===== src/rtl/multu_seq_if.sv =====
// multu_seq_if -- request/response bundle for the sequential multiplier.
// The Signed operand-mode line exists only when MULTU_SIGNED_EN is defined.
interface multu_seq_if;
   logic        Start;
   logic [31:0] DataA;
   logic [31:0] DataB;
`ifdef MULTU_SIGNED_EN
   logic        Signed;
`endif
   logic [63:0] MultuAns;
   logic        Busy;
   logic        Done;

   // Requester side: issues operands, observes result and status.
   modport master (
      output Start, DataA, DataB,
`ifdef MULTU_SIGNED_EN
      output Signed,
`endif
      input  MultuAns, Busy, Done
   );

   // Multiplier side: consumes operands, produces result and status.
   modport slave (
      input  Start, DataA, DataB,
`ifdef MULTU_SIGNED_EN
      input  Signed,
`endif
      output MultuAns, Busy, Done
   );
endinterface : multu_seq_if


===== src/rtl/multu_seq.sv =====
// multu_seq -- 32x32 -> 64 radix-2 shift-add multiplier, 32 steps per product.
// IDLE -> RUN (32 steps) -> DONE (one-cycle Done pulse); Start is accepted
// in IDLE or DONE and ignored while RUN.
// Optional feature: define MULTU_SIGNED_EN to add the Signed input, which
// multiplies two's-complement magnitudes and negates the product when the
// operand signs differ.
module multu_seq (
   input  logic       Clk,
   input  logic       Reset,
   multu_seq_if.slave bus
);

   typedef enum logic [1:0] {
      IDLE = 2'd0,
      RUN  = 2'd1,
      DONE = 2'd2
   } state_t;

   state_t      state_q;
   logic [31:0] a_q;      // multiplicand (magnitude)
   logic [31:0] b_q;      // multiplier, consumed LSB first
   logic [63:0] p_q;      // partial product, shifts right each step
   logic [4:0]  cnt_q;    // step counter, wraps 31 -> 0 on the last step
   logic [63:0] ans_q;    // published product

   logic [32:0] sum_d;
   logic [63:0] p_d;
   logic [63:0] ans_d;
   logic [31:0] a_in_d;
   logic [31:0] b_in_d;

`ifdef MULTU_SIGNED_EN
   logic neg_q;           // product must be negated at completion
   logic neg_in_d;

   // Convert operands to magnitudes and record the result sign at accept.
   always_comb begin
      // NOTE: every signal written here gets a default first, so no path
      // leaves one unassigned and no latch is inferred.
      a_in_d   = bus.DataA;
      b_in_d   = bus.DataB;
      neg_in_d = 1'b0;
      if (bus.Signed) begin
         if (bus.DataA[31]) a_in_d = -bus.DataA;
         if (bus.DataB[31]) b_in_d = -bus.DataB;
         neg_in_d = bus.DataA[31] ^ bus.DataB[31];
      end
   end
`else
   // Unsigned build: operands are taken as-is.
   always_comb begin
      a_in_d = bus.DataA;
      b_in_d = bus.DataB;
   end
`endif

   // One shift-add step: 33-bit add into the upper half keeps the carry,
   // which then shifts into bit 63 so no product bit is lost.
   always_comb begin
      sum_d = {1'b0, p_q[63:32]} + (b_q[0] ? {1'b0, a_q} : 33'd0);
      p_d   = {sum_d, p_q[31:1]};
`ifdef MULTU_SIGNED_EN
      ans_d = neg_q ? -p_d : p_d;
`else
      ans_d = p_d;
`endif
   end

   // Control FSM and datapath registers.
   always_ff @(posedge Clk or posedge Reset) begin
      if (Reset) begin
         state_q <= IDLE;
         a_q     <= '0;
         b_q     <= '0;
         p_q     <= '0;
         cnt_q   <= '0;
         ans_q   <= '0;
`ifdef MULTU_SIGNED_EN
         neg_q   <= 1'b0;
`endif
      end else begin
         // NOTE: non-blocking assignments so every register samples the
         // pre-edge values; blocking here would chain the step updates.
         case (state_q)
            IDLE, DONE: begin
               if (bus.Start) begin
                  a_q     <= a_in_d;
                  b_q     <= b_in_d;
                  p_q     <= '0;
                  cnt_q   <= '0;
`ifdef MULTU_SIGNED_EN
                  neg_q   <= neg_in_d;
`endif
                  state_q <= RUN;
               end else begin
                  state_q <= IDLE;
               end
            end
            RUN: begin
               p_q   <= p_d;
               b_q   <= b_q >> 1;
               cnt_q <= cnt_q + 5'd1;
               if (cnt_q == 5'd31) begin
                  ans_q   <= ans_d;
                  state_q <= DONE;
               end
            end
            default: state_q <= IDLE;
         endcase
      end
   end

   assign bus.MultuAns = ans_q;
   assign bus.Busy     = (state_q == RUN);
   assign bus.Done     = (state_q == DONE);

endmodule : multu_seq


===== src/flat_wrapper.sv =====
// flat-port wrapper written by rule: the top's interface ports become plain ports
module multu_seq_flat 
  (Clk, Reset, bus_Start, bus_DataA, bus_DataB, bus_MultuAns, bus_Busy, bus_Done);
  multu_seq_if bus_i ();
  input  logic Clk;
  input  logic Reset;
  input wire logic [$bits(bus_i.Start)-1:0] bus_Start;
  input wire logic [$bits(bus_i.DataA)-1:0] bus_DataA;
  input wire logic [$bits(bus_i.DataB)-1:0] bus_DataB;
  output wire logic [$bits(bus_i.MultuAns)-1:0] bus_MultuAns;
  output wire logic [$bits(bus_i.Busy)-1:0] bus_Busy;
  output wire logic [$bits(bus_i.Done)-1:0] bus_Done;
  assign bus_i.Start = bus_Start;
  assign bus_i.DataA = bus_DataA;
  assign bus_i.DataB = bus_DataB;
  assign bus_MultuAns = bus_i.MultuAns;
  assign bus_Busy = bus_i.Busy;
  assign bus_Done = bus_i.Done;
  multu_seq u_core (.Clk(Clk), .Reset(Reset), .bus(bus_i));
endmodule

===== config.mk =====
export PLATFORM = sky130hd
export DESIGN_NAME = multu_seq_flat
export DESIGN_NICKNAME = d
export VERILOG_FILES = /design/src/rtl/multu_seq_if.sv /design/src/rtl/multu_seq.sv /design/src/flat_wrapper.sv
export SDC_FILE = /design/constraint.sdc
export NUM_CORES = 1
export LEC_CHECK = 0
export BUFFER_PORTS_ARGS = -buffer_cell sky130_fd_sc_hd__buf_2
export CORE_MARGIN = 5
export CORE_UTILIZATION = 40
export DETAILED_ROUTE_END_ITERATION = 8
export HOLD_SLACK_MARGIN = 0.02
export PLACE_DENSITY = 0.59
export SETUP_SLACK_MARGIN = 0.5
export SKIP_CTS_REPAIR_TIMING = 1
export SYNTH_ARGS = -nofsm -noshare
export SYNTH_HDL_FRONTEND = slang
export SYNTH_SLANG_ARGS = --single-unit

===== constraint.sdc =====
create_clock -name Clk -period 10.17 [get_ports Clk]
set_input_delay 2.5425 -clock Clk [delete_from_list [all_inputs] [get_ports Clk]]
set_output_delay 2.5425 -clock Clk [all_outputs]
set_load 0.02 [all_outputs]

==> out/qor.csv <==
stage,metric,value,unit
critical_path,critPathSlowestCell,clkinv_2,
global_route,grt_max_degree,125,
placement,gp_congestion,0.860,
synth,synthArstFlopShare,100,%
placement,portBuffers,132,
synth,synth_nets,972,
global_route,grt-ovfl-total,0,
final_layout,n_fill_cell,2147,
sta,hold_slack,0.466,ns
die,core_area,22700,µm²
cts,clock_latency,0.44,ns
critical_path,worstPathCellList,"nand2b_1, clkinv_2, buf_2",
synth,ys_warn_count,0,
sta,tightest_slew,0.957,ns
sta,finalCritPeriodShare,46.7,%
cts,cts-root-buf,clkbuf_16,
detailed_routing,vias_per_cell,5.20,
sta,setup_viol,0,
cts,cts_tree,done,
die,die-area,26300,µm²
global_route,grt_pass1_wl,36.3,mm
final_layout,seqCellArea,4950,µm²
die,io_pins,133,
synth,netlist.top_cell.by_area,dfrtp_1,
critical_path,crit_fanout,26,
cts,cts_sinks,198,
detailed_routing,via_count,6632,
detailed_routing,drc,0,
detailed_routing,wirelength,21.4,mm
sta,rsz0062_at_grt,no,
synth,yosysSeqAreaShare,53.4,%
sta,slew_violations,0,
critical_path,critPathBufInv,2,
power,powerDensity,338,nW/µm²
placement,dp_hpwl,14.1,mm
sta,hold_viol_final,0,
global_route,grt_pass1_vias,6876,
critical_path,cp.arrival,2.20,ns
final_layout,layout.cells.non_filler,1276,
worst_hold_path,holdCritStartpoint,u_core.a_q[25]$_DFFE_PP0P_,
die,die_height,162,µm
detailed_routing,wl_per_cell,16.8,µm
critical_path,r2r_slack,6.32,ns
critical_path,worstSetupStartpointType,flip-flop,
sta,maxSlewHeadroom,36.2,%
synth,ys_types,49,
critical_path,crit_path_end_kind,output pin,
die,row_count,55,
placement,post-place-cells,1243,
cts,cts-htree-levels,4,
synth,syn_inst,870,
detailed_routing,drt_iter0_markers,357,
sta,min_period,4.75,ns
detailed_routing,drtAntennaViolNets,0,
final_layout,nNetsFinal,1079,
critical_path,required,7.63,ns
synth,syn-cell-area,9280,µm²
run_status,outcome,finished clean,
die,initial_core_util,40.9,%
cts,clockBufferDepth,2,
sta,fin_skew,0.00904,ns
cts,clkSlewWorstSetupHoldPaths,0.07,ns
worst_hold_path,whs_endpoint,u_core.a_q[25]$_DFFE_PP0P_,
synth,synth-main-ff-cell,dfrtp_1,
critical_path,worstReg2RegEnd,u_core.bus.MultuAns[61]$_DFFE_PP0P_,
final_layout,final_cell_area,10800,µm²
critical_path,r2r_start,u_core.b_q[0]$_DFFE_PP0P_,
critical_path,reg2reg_depth,11,
critical_path,crit_type,flip-flop to output pin,
synth,synth_top_area_share,53.4,%
synth,synth_edf_count,0,
sta,tns,0,ns
placement,place_area,10200,µm²
synth,syn_area_per_cell,10.7,µm²
detailed_routing,drt_pass1_iterations,4,
synth,synth.area.top_cells,"dfrtp_1 (53%), nand2_1 (8.5%), mux2_2 (6.1%)",
global_route,grt_usage,16.9,%
global_route,antenna_found_initial,0,
run,maxCapViolations,0,
worst_hold_path,hold-path-cell-count,2,
die,die_w,162,µm
critical_path,cp_top_family,buffers and inverters,
power,peakVddDrop,0.0993,mV
final_layout,layout-drive-gt1-share,23.2,%
final_layout,multi_input_area,4140,µm²
sta,fmaxAchievable,0.211,GHz
final_layout,areaGrowthSynthToFinish,16.0,%
synth,ys_ff_latch,198,
cts,cts_inserted_buffers,17,
worst_hold_path,worstHoldPathType,flip-flop to flip-flop,
critical_path,critPathMaxStageDelay,0.54,ns
power,leakagePower,5.52,nW
-- layout by cell type, fill, tap and decap left out, drive strengths merged, types with 5 or more instances in the layout --
| master | synthesis | layout |
|---|---|---|
| nand2 | 211 | 211 |
| dfrtp | 198 | 198 |
| buf | 8 | 137 |
| a22o | 59 | 59 |
| mux2 | 50 | 50 |
| and2 | 36 | 36 |
| ha | 34 | 34 |
| a22oi | 31 | 31 |
| a21oi | 29 | 29 |
| a21o | 24 | 24 |
| o21ai | 24 | 24 |
| clkbuf | 41 | 18 |
| xnor2 | 15 | 15 |
| and3 | 13 | 13 |
| xor2 | 12 | 12 |
| nor2 | 11 | 11 |
| inv | 5 | 11 |
| nand3 | 6 | 6 |
| nor3 | 6 | 6 |
| nor2b | 6 | 6 |
| clkinv | 0 | 6 |
| nand4 | 5 | 5 |
-- worst register-to-register path: stages (launching register included) --
cell and delay (ns):
dfrtp_1 0.74, and2_1 0.36, ha_1 0.21, fa_1 0.42, a21o_1 0.24, a221oi_4 0.36, o221ai_4 0.19, a21oi_1 0.32
o21ai_1 0.16, a211oi_1 0.46, or4_1 0.19, nand3_1 0.07
-- state kept, by name (all words and copies together), names as in the netlist --
signal,flops
u_core.cnt_q,5
u_core.a_q,32
u_core.state_q,2
u_core.bus.MultuAns,64
u_core.b_q,32
u_core.p_q,63
-- where the power goes --
group / switching, mW / internal (mW)
registers: 0.214 / 1.13
clock network: 0.335 / 0.330
logic: 0.938 / 0.691
-- routing by layer --
metal	track usage, %	share of wire (%)	wire length [µm]	up-vias
li1	-	-	-	3278
met3	3.65	4.2	903	22
met5	0	0	0	-
met1	24.6	50	10600	3211
met4	5.11	1.4	308	0
met2	25.4	45	9590	121
-- synthesized netlist by cell type (all sizes together) (5+ instances only) --
cell    count
and2       36
nand4       5
a22o       59
dfrtp     198
clkbuf     41
nand2     211
ha         34
nor3        6
xnor2      15
o21ai      24
and3       13
nand3       6
mux2       50
xor2       12
a21o       24
inv         5
a21oi      29
nor2       11
a22oi      31
nor2b       6
buf         8
-- per-stage QoR --
| stage | power [mW] | utilization [%] | worst slack [ns] |
|---|---|---|---|
| after global routing | 3.94 | 47.4 | 5.27 |
| after floorplan | 2.56 | - | 2.23 |
| final | 3.64 | 47.4 | 5.42 |
| after global placement | 2.97 | 44.8 | 5.67 |
| after CTS | 3.68 | 47.4 | 5.41 |
| after detailed placement | 3.00 | 44.8 | 5.62 |
-- area by class of cell --
| cell class | instances | share of cell area [%] |
|---|---|---|
| Timing Repair Buffer | 137 | 6.49 |
| Tap cell | 285 | 3.31 |
| Sequential cell | 198 | 46.0 |
| Clock inverter | 14 | 1.44 |
| Clock buffer | 18 | 3.99 |
| Multi-Input combinational cell | 618 | 38.5 |
| Antenna cell | 1 | 0.0232 |
| Inverter | 5 | 0.256 |
-- how the worst max path moves through the flow --
| stage | cells past startpoint | end | slack (ns) | startpoint |
|---|---|---|---|---|
| final | 3 | bus_Busy | 5.42 | u_core.state_q[0]$_DFFE_PP0P_ |
| after global routing | 3 | bus_Busy | 5.27 | u_core.state_q[0]$_DFFE_PP0P_ |
| after CTS | 3 | bus_Busy | 5.41 | u_core.state_q[0]$_DFFE_PP0P_ |
| after detailed placement | 5 | u_core.p_q[34]$_DFFE_PP0P_ | 5.62 | bus_Start |
| after global placement | 5 | u_core.p_q[33]$_DFFE_PP0P_ | 5.67 | bus_Start |
| after floorplan | 1 | u_core.a_q[0]$_DFFE_PP0P_ | 2.23 | Reset |
-- kinds of logic (layout without fill, tap and decap cells) --
logic type	Yosys count	after routing	synth area share [%]
fa+ha+maj	35	35	4.80
compound gates	201	201	16.4
buf+inv	54	174	2.18
xor+xnor	27	27	2.55
other cells	0	1	0
mux	52	52	6.28
simple gates	303	303	14.4
flops	198	198	53.4
Note: power is estimated with default switching activity, not from simulation.
